File: src/rtl/clkgen_pkg.sv
// Shared types for the clkgen_div clock/strobe generator.
package clkgen_pkg;

  // Default counter width; channels carry their own CNT_W parameter.
  localparam int unsigned CNT_W = 8;

  typedef enum logic [1:0] {
    IDLE = 2'd0,
    RUN  = 2'd1,
    STOP = 2'd2
  } chan_state_t;

  typedef struct packed {
    logic [CNT_W-1:0] period;
    logic [CNT_W-1:0] high;
  } chan_cfg_t;

endpackage

File: src/rtl/clkgen_chan.sv
// One clkgen channel: run/stop FSM, period counter, shadow and active config,
// registered clk/tick outputs. Config changes only take effect at a period start.
module clkgen_chan #(
  parameter int unsigned CNT_W = 8
) (
  input  logic             clk,
  input  logic             rst_n,
  input  logic             en_i,
  input  logic             load_i,
  input  logic             sync_i,
  input  logic [CNT_W-1:0] period_i,
  input  logic [CNT_W-1:0] high_i,
  output logic             clk_o,
  output logic             tick_o,
  output logic             busy_o
);
  import clkgen_pkg::*;

  typedef struct packed {
    logic [CNT_W-1:0] period;
    logic [CNT_W-1:0] high;
  } cfg_t;

  chan_state_t      state_q;
  logic [CNT_W-1:0] cnt_q;
  cfg_t             shadow_q;
  cfg_t             active_q;
  logic             clk_q;
  logic             tick_q;

  cfg_t             cfg_new;
  logic [CNT_W:0]   cnt_inc;
  logic             at_end;
  logic             restart;

  // Config seen by a period start this cycle (a coincident load bypasses the shadow),
  // widened increment for the high-time compare, and wrap/restart decode.
  always_comb begin
    cfg_new = shadow_q;
    if (load_i) begin
      cfg_new.period = period_i;
      cfg_new.high   = high_i;
    end
    cnt_inc = {1'b0, cnt_q} + {{CNT_W{1'b0}}, 1'b1};
    at_end  = (cnt_q == active_q.period);
    // sync wins over a wrap; a wrap with en low ends the channel instead
    restart = sync_i || (at_end && en_i);
  end

  // Channel FSM with registered outputs.
  always_ff @(posedge clk or negedge rst_n) begin
    if (!rst_n) begin
      state_q  <= IDLE;
      cnt_q    <= '0;
      shadow_q <= '0;
      active_q <= '0;
      clk_q    <= 1'b0;
      tick_q   <= 1'b0;
    end else begin
      if (load_i) begin
        shadow_q <= cfg_new;
      end
      case (state_q)
        IDLE: begin
          if (en_i) begin
            state_q  <= RUN;
            cnt_q    <= '0;
            active_q <= cfg_new;
            tick_q   <= 1'b1;
            clk_q    <= (cfg_new.high != '0);
          end else begin
            clk_q  <= 1'b0;
            tick_q <= 1'b0;
          end
        end
        RUN, STOP: begin
          if (restart) begin
            // STOP with en high resumes without a gap; STOP under sync keeps stopping
            state_q  <= en_i ? RUN : STOP;
            cnt_q    <= '0;
            active_q <= cfg_new;
            tick_q   <= 1'b1;
            clk_q    <= (cfg_new.high != '0);
          end else if (at_end) begin
            // Period completed with en low: finish cleanly, no new tick
            state_q <= IDLE;
            cnt_q   <= '0;
            clk_q   <= 1'b0;
            tick_q  <= 1'b0;
          end else begin
            state_q <= en_i ? RUN : STOP;
            cnt_q   <= cnt_inc[CNT_W-1:0];
            tick_q  <= 1'b0;
            clk_q   <= (cnt_inc < {1'b0, active_q.high});
          end
        end
        default: begin
          state_q <= IDLE;
          cnt_q   <= '0;
          clk_q   <= 1'b0;
          tick_q  <= 1'b0;
        end
      endcase
    end
  end

  assign clk_o  = clk_q;
  assign tick_o = tick_q;
  assign busy_o = (state_q != IDLE);

endmodule

File: src/rtl/clkgen_div.sv
// Multi-channel clock/strobe generator top: unpacks per-channel config buses and
// fans load/sync out to NUM_CH clkgen_chan instances.
// Optional feature: define CLKGEN_SYNC_EN to add sync_i, a phase restart of all
// running/stopping channels.
module clkgen_div #(
  parameter int unsigned NUM_CH = 2,
  parameter int unsigned CNT_W  = 8
) (
  input  logic                    clk,
  input  logic                    rst_n,
  input  logic [NUM_CH-1:0]       en_i,
  input  logic                    load_i,
  input  logic [NUM_CH*CNT_W-1:0] period_i,
  input  logic [NUM_CH*CNT_W-1:0] high_i,
`ifdef CLKGEN_SYNC_EN
  input  logic                    sync_i,
`endif
  output logic [NUM_CH-1:0]       clk_o,
  output logic [NUM_CH-1:0]       tick_o,
  output logic [NUM_CH-1:0]       busy_o
);
  import clkgen_pkg::*;

  logic sync_all;

`ifdef CLKGEN_SYNC_EN
  assign sync_all = sync_i;
`else
  assign sync_all = 1'b0;
`endif

  for (genvar k = 0; k < NUM_CH; k++) begin : g_chan
    clkgen_chan #(
      .CNT_W(CNT_W)
    ) u_chan (
      .clk     (clk),
      .rst_n   (rst_n),
      .en_i    (en_i[k]),
      .load_i  (load_i),
      .sync_i  (sync_all),
      .period_i(period_i[k*CNT_W +: CNT_W]),
      .high_i  (high_i[k*CNT_W +: CNT_W]),
      .clk_o   (clk_o[k]),
      .tick_o  (tick_o[k]),
      .busy_o  (busy_o[k])
    );
  end

endmodule

File: config.mk
export PLATFORM = sky130hd
export DESIGN_NAME = clkgen_div
export DESIGN_NICKNAME = d
export VERILOG_FILES = /design/src/rtl/clkgen_pkg.sv /design/src/rtl/clkgen_chan.sv /design/src/rtl/clkgen_div.sv
export SDC_FILE = /design/constraint.sdc
export NUM_CORES = 1
export LEC_CHECK = 0
export ABC_AREA = 1
export BUFFER_PORTS_ARGS = -buffer_cell sky130_fd_sc_hd__buf_4
export CAP_MARGIN = 40
export CORE_AREA = 2 2 100 102
export CTS_CLUSTER_DIAMETER = 30
export DETAILED_ROUTE_END_ITERATION = 8
export DIE_AREA = 0 0 102 104
export PLACE_DENSITY_LB_ADDON = 0.12
export SLEW_MARGIN = 20
export SYNTH_ARGS = -nofsm -noshare
export SYNTH_HDL_FRONTEND = slang
export SYNTH_SLANG_ARGS = --single-unit
export TNS_END_PERCENT = 5
File: constraint.sdc
create_clock -name clk -period 3.7 [get_ports clk]
set_input_delay 0.185 -clock clk [delete_from_list [all_inputs] [get_ports clk]]
set_output_delay 0.185 -clock clk [all_outputs]
set_load 0.01 [all_outputs]
==> flow_summary.toml, run 1 <==
[run_status]
outcome = "finished clean"

[yosys]
yosys_warnings = 0
syn_area_um2 = 4420
ys_ff_latch = 88
synth.distinct_cells = 27
synth_edf_count = 0
synth_flop_cell = "dfrtp_1"
syn-num-nets = 608
postSynthCellCount = 551
seq_area_frac_synth_pct = 49.8
ys_async_sr_fraction_pct = 100
avgSynthCellArea_um2 = 8.02

[final_layout]
final_area_um2 = 5040
final_common_cell = "nand2_1"
final_cell_count_no_fill = 729
antenna-diode-count = 0
nets = 648
drive_above_1_share_pct = 12.6
multi_input_area_um2 = 1830
fill_cells = 943
most-common-layout-cells = "nand2_1, dfrtp_1, inv_1"
fin_util_pct = 52.8
regArea_um2 = 2200
syn_to_final_growth_pct = 14.0

[placed_design]
post_dp_cell_area_um2 = 4790
port_buffers = 42
pre_cts_slack_ns = 1.51
dp_hpwl_mm = 6.57
routabilityCongestion = 0.825
placed_cells = 711

[route]
wl_met2_mm = 4.12
wl_met3_um = 306
via_count = 3418
drt_iter0_markers = 103
drc = 0
drt-met1-wl_mm = 4.55
via_per_inst = 4.69
drt_pass1_iterations = 4
antenna_left = 0
highest_layer = "met4"
wirelength_mm = 9.11
wl_per_cell_um = 12.5

[critical_path]
cp_slowest_cell = "dfrtp_1"
path_max_fanout = 6
crit_chain = "nand3_1 -> nor2_1 -> nand3_1 -> o21ai_0 -> inv_1 -> ha_1 -> nand2_1 -> nand2_1 -> a31oi_1 -> nand4_1 -> a21oi_1"
rr_endpoint = "g_chan[0].u_chan.clk_o$_DFF_PN0_"
required_ns = 4.00
reg2reg_from = "g_chan[0].u_chan.cnt_q[0]$_DFFE_PN0P_"
crit_arrival_ns = 2.53
r2r_cells = 11
cp-start-kind = "flop"
critPathCapture = "g_chan[0].u_chan.clk_o$_DFF_PN0_"
regToRegSetupSlack_ns = 1.47
cp_slowest_stage_delay_ns = 0.48
endpoint_kind = "flop"
path_class = "flop to flop"
startpoint = "g_chan[0].u_chan.cnt_q[0]$_DFFE_PN0P_"

[clock_network]
cts_root_buf = "clkbuf_8"
cts_num_sinks = 88
cts_tree = "built"
clock_path_buffers = 2
cts-htree-levels = 3
clkTransAtPathRegs_ns = 0.10
cts_buffers = 9
worstSkewPairLatency_ns = 0.36
post_cts.resized_instances = 0

[sta]
setup_ws_ns = 1.47
slew_headroom_pct = 54.0
fin_worst_skew_ns = 0.0126
tns_ns = 0
hold_violations = 0
setup_violations = 0
min_period_ns = 2.23
slew_violations = 0
fin_crit_sh_pct = 60.3
rsz0062_at_grt = "no"
worst_pin_slew_ns = 0.688
fmax_mhz = 448

[die]
fp.dieW_um = 102
dieArea_um2 = 10600
fp.dieH_um = 104
ios = 43
core_um2 = 9550
start_util_pct = 46.3
num_rows = 36

[power]
p_sw_w = 0.00134
p_leak_nw = 2.74
seqPwrFrac_pct = 39.3
share_comb_of_total_power_pct = 39.7
p_clk_share_pct = 21.0
ir_worst_vdd_uv = 320
powerDensity_nw_per_um2 = 678
p_int_w = 0.00208
switching_share_pct = 39.3

[global_route]
grt-ovfl-total = 0
grt_pass1_vias = 3368
grt_pass1_wl_mm = 15.7
antenna_found_initial = 0
grt.total_usage_pct = 18.6
grt_max_degree = 64

[hold_path]
hold_start = "period_i[3]"
hold_path.class = "primary input to flop"

[flow_run]
drv_cap = 0
[how the worst min path moves through the flow]
| stage | slack, ns | to | cells after the start |
|---|---|---|---|
| floorplan | -0.11 | g_chan[0].u_chan.active_q[0]$_DFFE_PN0P_ | 0 |
| global placement | 0.33 | g_chan[1].u_chan.shadow_q[7]$_DFFE_PN0P_ | 1 |
| detailed placement | 0.34 | g_chan[1].u_chan.shadow_q[7]$_DFFE_PN0P_ | 1 |
| CTS | 0.04 | g_chan[0].u_chan.shadow_q[14]$_DFFE_PN0P_ | 3 |
| global route | 0.05 | g_chan[0].u_chan.shadow_q[14]$_DFFE_PN0P_ | 3 |
| finish | 0.05 | g_chan[0].u_chan.shadow_q[11]$_DFFE_PN0P_ | 3 |
[routing by layer]
metal	vias to the layer above	GRT usage, %
li1	1770	-
met1	1585	27.3
met2	52	28.3
met3	11	2.55
met4	0	6.29
met5	-	0
[per-stage QoR]
stage	hold slack [ns]	power, W
after floorplan	-0.111	0.00243
after global placement	0.328	0.00270
after detailed placement	0.337	0.00273
after CTS	0.0375	0.00345
after global routing	0.0497	0.00372
final	0.0455	0.00342
[critical path: cells and delay by family, from the launching register on]
family	cells	cell delay, ns
AO/OA/AOI/OAI	3	0.57
AND/OR/NAND/NOR	6	0.73
buffers and inverters	1	0.09
adder cells (fa/ha/maj)	1	0.31
flip-flops	1	0.48
[cell families (layout without fill, tap and decap cells)]
group | count (synthesis) | in the layout | share of synthesized area [%]
buf+inv | 85 | 130 | 8.75
flops | 88 | 88 | 49.8
fa+ha+maj | 20 | 20 | 5.66
compound gates | 49 | 49 | 6.49
simple gates | 291 | 291 | 25.7
xor+xnor | 18 | 18 | 3.57
[synth_stat cells, types with 2 or more instances]
cell type / count / area share (%)
nand2_1: 238 / 20
dfrtp_1: 88 / 50
inv_1: 64 / 5.4
nor2_1: 33 / 2.8
ha_1: 20 / 5.7
o21ai_0: 17 / 1.9
nand3_1: 10 / 1.1
o22ai_1: 10 / 1.4
xnor2_1: 9 / 1.8
xor2_1: 9 / 1.8
o21ai_1: 8 / 0.91
a21oi_1: 7 / 0.79
buf_4: 6 / 1.0
buf_6: 5 / 1.3
buf_2: 4 / 0.45
nand4_1: 4 / 0.57
o21ai_2: 4 / 0.79
inv_2: 3 / 0.25
nand2_2: 3 / 0.42
a31oi_1: 2 / 0.28
[power groups by stage]
stage | registers, W | logic, W | clock network (W)
floorplan | 0.00133 | 0.00110 | 0
global placement | 0.00136 | 0.00134 | 0
detailed placement | 0.00136 | 0.00137 | 0
CTS | 0.00134 | 0.00137 | 0.000737
global route | 0.00137 | 0.00158 | 0.000771
finish | 0.00134 | 0.00136 | 0.000719
[state kept, by name (all words and copies together) (netlist names)]
register and cells:
g_chan.u_chan.active_q 32, g_chan.u_chan.shadow_q 32, g_chan.u_chan.cnt_q 16, g_chan.u_chan.state_q 4, g_chan.u_chan.clk_o 2, g_chan.u_chan.tick_o 2
[final cells by class]
cell class / count / share of cell area (%)
Inverter: 68 / 5.12
Sequential cell: 88 / 43.7
Multi-Input combinational cell: 378 / 36.3
Timing Repair Buffer: 46 / 7.30
Clock inverter: 5 / 1.27
Tap cell: 133 / 3.30
Clock buffer: 11 / 3.00
[what timing repair did]
action | 4_1_cts | 5_1_grt
hold buffers | 1 | 0
buffers inserted | 0 | 0
endpoints found under the hold margin | 62 | 0
Note: power is estimated with default switching activity, not from simulation.
==> inputs of run 2 (changes only) <==
- ABC_AREA: 1 -> 0
- CORE_AREA: 2 2 100 102 -> 2 2 101 103
- DIE_AREA: 0 0 102 104 -> 0 0 103 105
- clock period: 3.7 -> 2.2 ns (I/O delays scaled with it)
==> run 2 against run 1 <==
  * Final cell count decreased by 18%
  * Clock skew decreased by 0.0058 ns
  * Register-to-register slack got worse by 1.5 ns
  * Sequential power increased by 78%
  * Clock power increased by 72%
  * Maximum frequency increased by 2.0%
==> flow_summary.toml, run 2 <==
[clock_network]
clock_path_buffers = 2
cts_num_sinks = 88
cts_buffers = 9
cts_tree = "built"
cts_root_buf = "clkbuf_8"
cts-htree-levels = 3
clkTransAtPathRegs_ns = 0.09
worstSkewPairLatency_ns = 0.36

[critical_path]
r2r_cells = 9
endpoint_kind = "flop"
reg2reg_from = "g_chan[1].u_chan.cnt_q[0]$_DFFE_PN0P_"
crit_top_cell = "a21o_1"
crit_arrival_ns = 2.49
required_ns = 2.50
path_max_fanout = 3
worst-path-buf-inv = 0
cp_slowest_stage_delay_ns = 0.39
cp_top_family = "compound AO/OA/AOI/OAI gates"
cp_num_cells = 9
cp_slowest_cell = "dfrtp_1"
path_class = "flop to flop"
startpoint = "g_chan[1].u_chan.cnt_q[0]$_DFFE_PN0P_"
crit_chain = "ha_2 -> nand4_1 -> xnor2_1 -> ha_1 -> a21o_1 -> a221oi_2 -> o21ai_1 -> nor4_1 -> a21o_1"
cp-start-kind = "flop"

[final_layout]
most-common-layout-cells = "dfrtp_1, buf_4, mux2_2"
final_common_cell = "dfrtp_1"
reg_top3 = "g_chan.u_chan.active_q x32, g_chan.u_chan.shadow_q x32, g_chan.u_chan.cnt_q x16"
fin_util_pct = 57.5
nets = 518
syn_to_final_growth_pct = 24.9
final_area_um2 = 5550
drive_above_1_share_pct = 36.5
antenna-diode-count = 0

[yosys]
synth_mux_area_share_pct = 17.1
postSynthCellCount = 377
seq_area_frac_synth_pct = 49.6
synthDominantCellAreaShare_pct = 49.6
avgSynthCellArea_um2 = 11.8
syn-num-nets = 434
synth_top_cell_by_area = "dfrtp_1"
ys_async_sr_fraction_pct = 100
yosysMostFrequentCell = "dfrtp_1"
synth-simple-area-share_pct = 9.02
synth_edf_count = 0
synth.distinct_cells = 43
synthXorXnorAreaFrac_pct = 5.52
synth_fa_ha_area_share_pct = 5.64
synth_compound_area_share_pct = 7.69
yosys_warnings = 0
synth_flop_cell = "dfrtp_1"
ys_ff_latch = 88
synth_top_family_by_area = "multiplexers"
syn_area_um2 = 4440
synth_commonest_cells = "dfrtp_1, mux2_2, nand2_1"
synthTopCellsByArea = "dfrtp_1, mux2_2, ha_1, mux2_4, xnor2_1"

[sta]
hold_violations = 0
setup_violations = 0
tns_ns = 0
worst_pin_slew_ns = 0.562
slew_violations = 0
fin_worst_skew_ns = 0.00682
hold-worst-slack_ns = 0.0137
fmax_mhz = 457
rsz0062_at_grt = "yes"
min_period_ns = 2.19
slew_headroom_pct = 62.6
fin_crit_sh_pct = 99.5

[hold_path]
hold_depth = 2
hold_path.class = "primary input to flop"
hold_start = "high_i[5]"

[die]
num_rows = 36
core_um2 = 9640
fp.dieH_um = 105
dieArea_um2 = 10800
fp.dieW_um = 103
start_util_pct = 46.1
ios = 43

[global_route]
grt.total_usage_pct = 18.0
antenna_found_initial = 0
grt_pass1_wl_mm = 15.0
grt_max_degree = 47
grt_pass1_vias = 3009
grt-ovfl-total = 0

[power]
seqPwrFrac_pct = 38.6
p_clk_share_pct = 20.1
share_comb_of_total_power_pct = 41.3
ir_worst_vdd_uv = 435
p_sw_w = 0.00203
switching_share_pct = 32.9
p_int_w = 0.00415
powerDensity_nw_per_um2 = 1110
p_leak_nw = 2.61

[placed_design]
routabilityCongestion = 0.812
port_buffers = 42
dp_hpwl_mm = 6.38
post_dp_cell_area_um2 = 4980

[route]
drt_iter0_markers = 70
wirelength_mm = 8.99
via_per_inst = 4.96
drt_pass1_iterations = 4
wl_per_cell_um = 15.0
antenna_left = 0
via_count = 2970
drc = 0

[run_status]
outcome = "finished clean"

[flow_run]
drv_cap = 0
## run 2: cell count changes after synthesis, sizes merged, moves of 11 or more
cell	before	now
nand2	242	24
mux2	0	64
nor2	34	12
a21o	0	13
inv	68	22
o21ai	29	18
## run 2: logic make-up (layout without fill, tap and decap cells)
kind of cell,after synthesis,in the layout
muxes,64,64
DFF,88,88
buffers and inverters,45,134
and+or+nand+nor,77,77
adders and majority gates,20,20
AOI/OAI and AO/OA,55,55
xor gates and xnor gates,28,28
## run 2: repair_timing
item / CTS / global route
pin swaps: 1 / 10
endpoints found under the hold margin: 64 / 0
hold buffers: 23 / 0
buffers inserted: 2 / 4
gates resized for setup: 2 / 11
setup endpoints to repair: 2 / 18
## run 2: path summary, 6_finish.rpt
kind | endpoint | slack, ns
setup reg to reg | g_chan[1].u_chan.clk_o$_DFF_PN0_ | 0.01
hold / removal | g_chan[0].u_chan.shadow_q[5]$_DFFE_PN0P_ | 0.01
hold reg to reg | g_chan[1].u_chan.shadow_q[11]$_DFFE_PN0P_ | 0.50
setup / recovery | g_chan[1].u_chan.clk_o$_DFF_PN0_ | 0.01
min in group asynchronous | g_chan[0].u_chan.shadow_q[12]$_DFFE_PN0P_ | 0.28
max in group asynchronous | g_chan[0].u_chan.cnt_q[3]$_DFFE_PN0P_ | 1.27
## run 2: layout make-up
class                           count  area, µm²
Tap cell                          133        166
Sequential cell                    88       2200
Timing Repair Buffer               96        803
Clock inverter                      6       82.6
Clock buffer                       10        138
Fill cell                         880       4090
Multi-Input combinational cell    244       2070
Inverter                           22       82.6
## run 2: routing by layer
layer	track usage, %	share of wire [%]
met5	0	0
met4	7.05	1.7
met3	2.47	3.5
met2	24.6	42
met1	28.4	53
## run 2: through the flow
step	instances	setup slack (ns)	power (W)
6_report	599	0.0116	0.00618
5_1_grt	599	-0.149	0.00662
4_1_cts	595	0.000630	0.00618
3_5_place_dp	554	-0.0579	0.00485
3_3_place_gp	554	0.0509	0.00481
2_1_floorplan	377	-0.0348	0.00420
## run 2: power by group through the flow
stage	Sequential [W]	Clock, W	Combinational, W
5_1_grt	0.00244	0.00135	0.00283
3_3_place_gp	0.00240	0	0.00241
4_1_cts	0.00238	0.00128	0.00251
6_report	0.00238	0.00124	0.00255
2_1_floorplan	0.00234	0	0.00186
3_5_place_dp	0.00242	0	0.00243
==> inputs of run 3 (changes only) <==
- REMOVE_ABC_BUFFERS: unset -> 1
==> run 3 against run 2 <==
  * Maximum frequency up 1.9%
  * Clock-buffer cell count up 2
  * Global-route usage down 0.92 points
  * Sequential cell count unchanged
  * Sequential share of layout area up 0.68 points
  * Worst hold slack worse by 0.0086 ns
  * Highest routed layer unchanged
  * Die area unchanged
  * Register-to-register slack better by 0.04 ns
  * Final area down 1.7%
  * Wire length down 6.8%
  * Total power down 5.4%
  * Core utilization down 0.97 points
==> flow_summary.toml, run 3 (synthesized netlist as in run 2, its figures left out) <==
[run_status]
outcome = "finished clean"

[route]
via_per_inst = 5.00
wirelength_mm = 8.37
wl_per_cell_um = 14.0
drt_pass1_iterations = 4
antenna_left = 0
via_count = 2983
drt_iter0_markers = 102
drc = 0

[critical_path]
regToRegSetupSlack_ns = 0.05
r2r_cells = 10
path_max_fanout = 3
cp-start-kind = "flop"
endpoint_kind = "flop"
crit_arrival_ns = 2.45
path_class = "flop to flop"
reg2reg_from = "g_chan[1].u_chan.cnt_q[2]$_DFFE_PN0P_"
rr_endpoint = "g_chan[1].u_chan.clk_o$_DFF_PN0_"
required_ns = 2.50

[hold_path]
hold_path.class = "primary input to flop"
hold_depth = 2
hold_start = "high_i[13]"
whs_endpoint = "g_chan[1].u_chan.shadow_q[5]$_DFFE_PN0P_"

[sta]
slew_violations = 0
min_period_ns = 2.15
fin_crit_sh_pct = 97.6
hold_violations = 0
fmax_mhz = 466
setup_violations = 0
tns_ns = 0
slew_headroom_pct = 62.7
fin_worst_skew_ns = 0.0100
rsz0062_at_grt = "yes"
worst_pin_slew_ns = 0.559

[global_route]
grt-ovfl-total = 0
grt_max_degree = 47
grt.total_usage_pct = 17.1
grt_pass1_wl_mm = 14.5
grt_pass1_vias = 3140
antenna_found_initial = 0

[final_layout]
most-common-layout-cells = "dfrtp_1, buf_4, mux2_2"
drive_above_1_share_pct = 35.1
fill_cells = 889
antenna-diode-count = 0
reg_top3 = "g_chan.u_chan.active_q x32, g_chan.u_chan.shadow_q x32, g_chan.u_chan.cnt_q x16"
syn_to_final_growth_pct = 22.8
final_common_cell = "dfrtp_1"
nets = 516
fin_util_pct = 56.6

[clock_network]
worstSkewPairLatency_ns = 0.36
clock_path_buffers = 2
cts_root_buf = "clkbuf_8"
cts-htree-levels = 3
clkTransAtPathRegs_ns = 0.09
cts_buffers = 9
cts_tree = "built"
cts_num_sinks = 88

[die]
fp.dieH_um = 105
core_um2 = 9640
start_util_pct = 46.1
num_rows = 36
fp.dieW_um = 103
ios = 43
dieArea_um2 = 10800

[power]
p_leak_nw = 2.56
p_sw_w = 0.00196
ir_worst_vdd_uv = 718
p_int_w = 0.00388
switching_share_pct = 33.6
powerDensity_nw_per_um2 = 1070
p_clk_share_pct = 17.6
seqPwrFrac_pct = 40.5
share_comb_of_total_power_pct = 41.9

[placed_design]
dp_hpwl_mm = 5.95
port_buffers = 42
routabilityCongestion = 0.837

[flow_run]
drv_cap = 0
[run 3: cell count changes in the layout (fill, tap and decap cells not counted), sizes merged]
cell | previous run | this run
clkbuf | 10 | 12
dlygate4sd3 | 23 | 21
clkinv | 3 | 0
clkinvlp | 1 | 4
bufinv | 2 | 0
[run 3: cell type report]
class	count	area (µm²)	area share (%)
Multi-Input combinational cell	244	2050	37.7
Clock buffer	12	145	2.66
Tap cell	133	166	3.05
Timing Repair Buffer	94	771	14.1
Inverter	22	82.6	1.51
Sequential cell	88	2200	40.4
Clock inverter	4	30.0	0.551
[run 3: metrics by stage]
stage	cell area (µm²)	power, W	hold WS [ns]	setup WS [ns]	instances
2_1_floorplan	4280	0.00398	-0.186	-0.276	354
3_3_place_gp	4980	0.00472	0.142	0.0155	556
3_5_place_dp	4980	0.00477	0.150	-0.0628	556
4_1_cts	5340	0.00584	0.00160	0.000702	591
5_1_grt	5450	0.00632	0.00133	-0.139	597
6_report	5450	0.00584	0.00503	0.0518	597
[run 3: power by group through the flow]
stage	registers (W)	clock network, W	logic (W)
after CTS	0.00237	0.00106	0.00241
final	0.00237	0.00103	0.00245
after detailed placement	0.00240	0	0.00237
after floorplan	0.00236	0	0.00161
after global routing	0.00244	0.00113	0.00275
after global placement	0.00239	0	0.00233
[run 3: per-layer routing]
metal,vias to the layer above,track usage [%],wire length (µm)
li1,1475,-,-
met1,1456,21.7,3780
met2,40,28.5,4250
met3,12,3.41,196
met4,0,6.11,148
met5,-,0,0
[run 3: how the worst max path moves through the flow]
stage | from | endpoint | slack [ns] | cells past startpoint
2_1_floorplan | g_chan[1].u_chan.cnt_q[5]$_DFFE_PN0P_ | g_chan[1].u_chan.active_q[0]$_DFFE_PN0P_ | -0.28 | 5
3_3_place_gp | g_chan[1].u_chan.cnt_q[3]$_DFFE_PN0P_ | g_chan[1].u_chan.clk_o$_DFF_PN0_ | 0.02 | 11
3_5_place_dp | g_chan[1].u_chan.cnt_q[3]$_DFFE_PN0P_ | g_chan[1].u_chan.clk_o$_DFF_PN0_ | -0.06 | 11
4_1_cts | g_chan[1].u_chan.cnt_q[3]$_DFFE_PN0P_ | g_chan[1].u_chan.clk_o$_DFF_PN0_ | 0.0007 | 11
5_1_grt | g_chan[1].u_chan.cnt_q[3]$_DFFE_PN0P_ | g_chan[1].u_chan.clk_o$_DFF_PN0_ | -0.14 | 11
6_report | g_chan[1].u_chan.cnt_q[2]$_DFFE_PN0P_ | g_chan[1].u_chan.clk_o$_DFF_PN0_ | 0.05 | 10
[run 3: repair_timing]
action	CTS	global route
hold buffers	18	3
endpoints found under the setup margin	1	2
cloned	0	0
pin swaps	3	11
hold endpoints to repair	59	3
gates resized for setup	1	10
setup buffers	1	4
[run 3: worst max-delay path: stages (launching register included)]
cell and delay, ns:
dfrtp_1 0.38, and2_4 0.16, buf_4 0.13, nand4_1 0.12, xnor2_1 0.14, ha_1 0.27, a21o_1 0.18, a221oi_2 0.25
o21ai_1 0.12, nor4_2 0.23, a21o_1 0.11
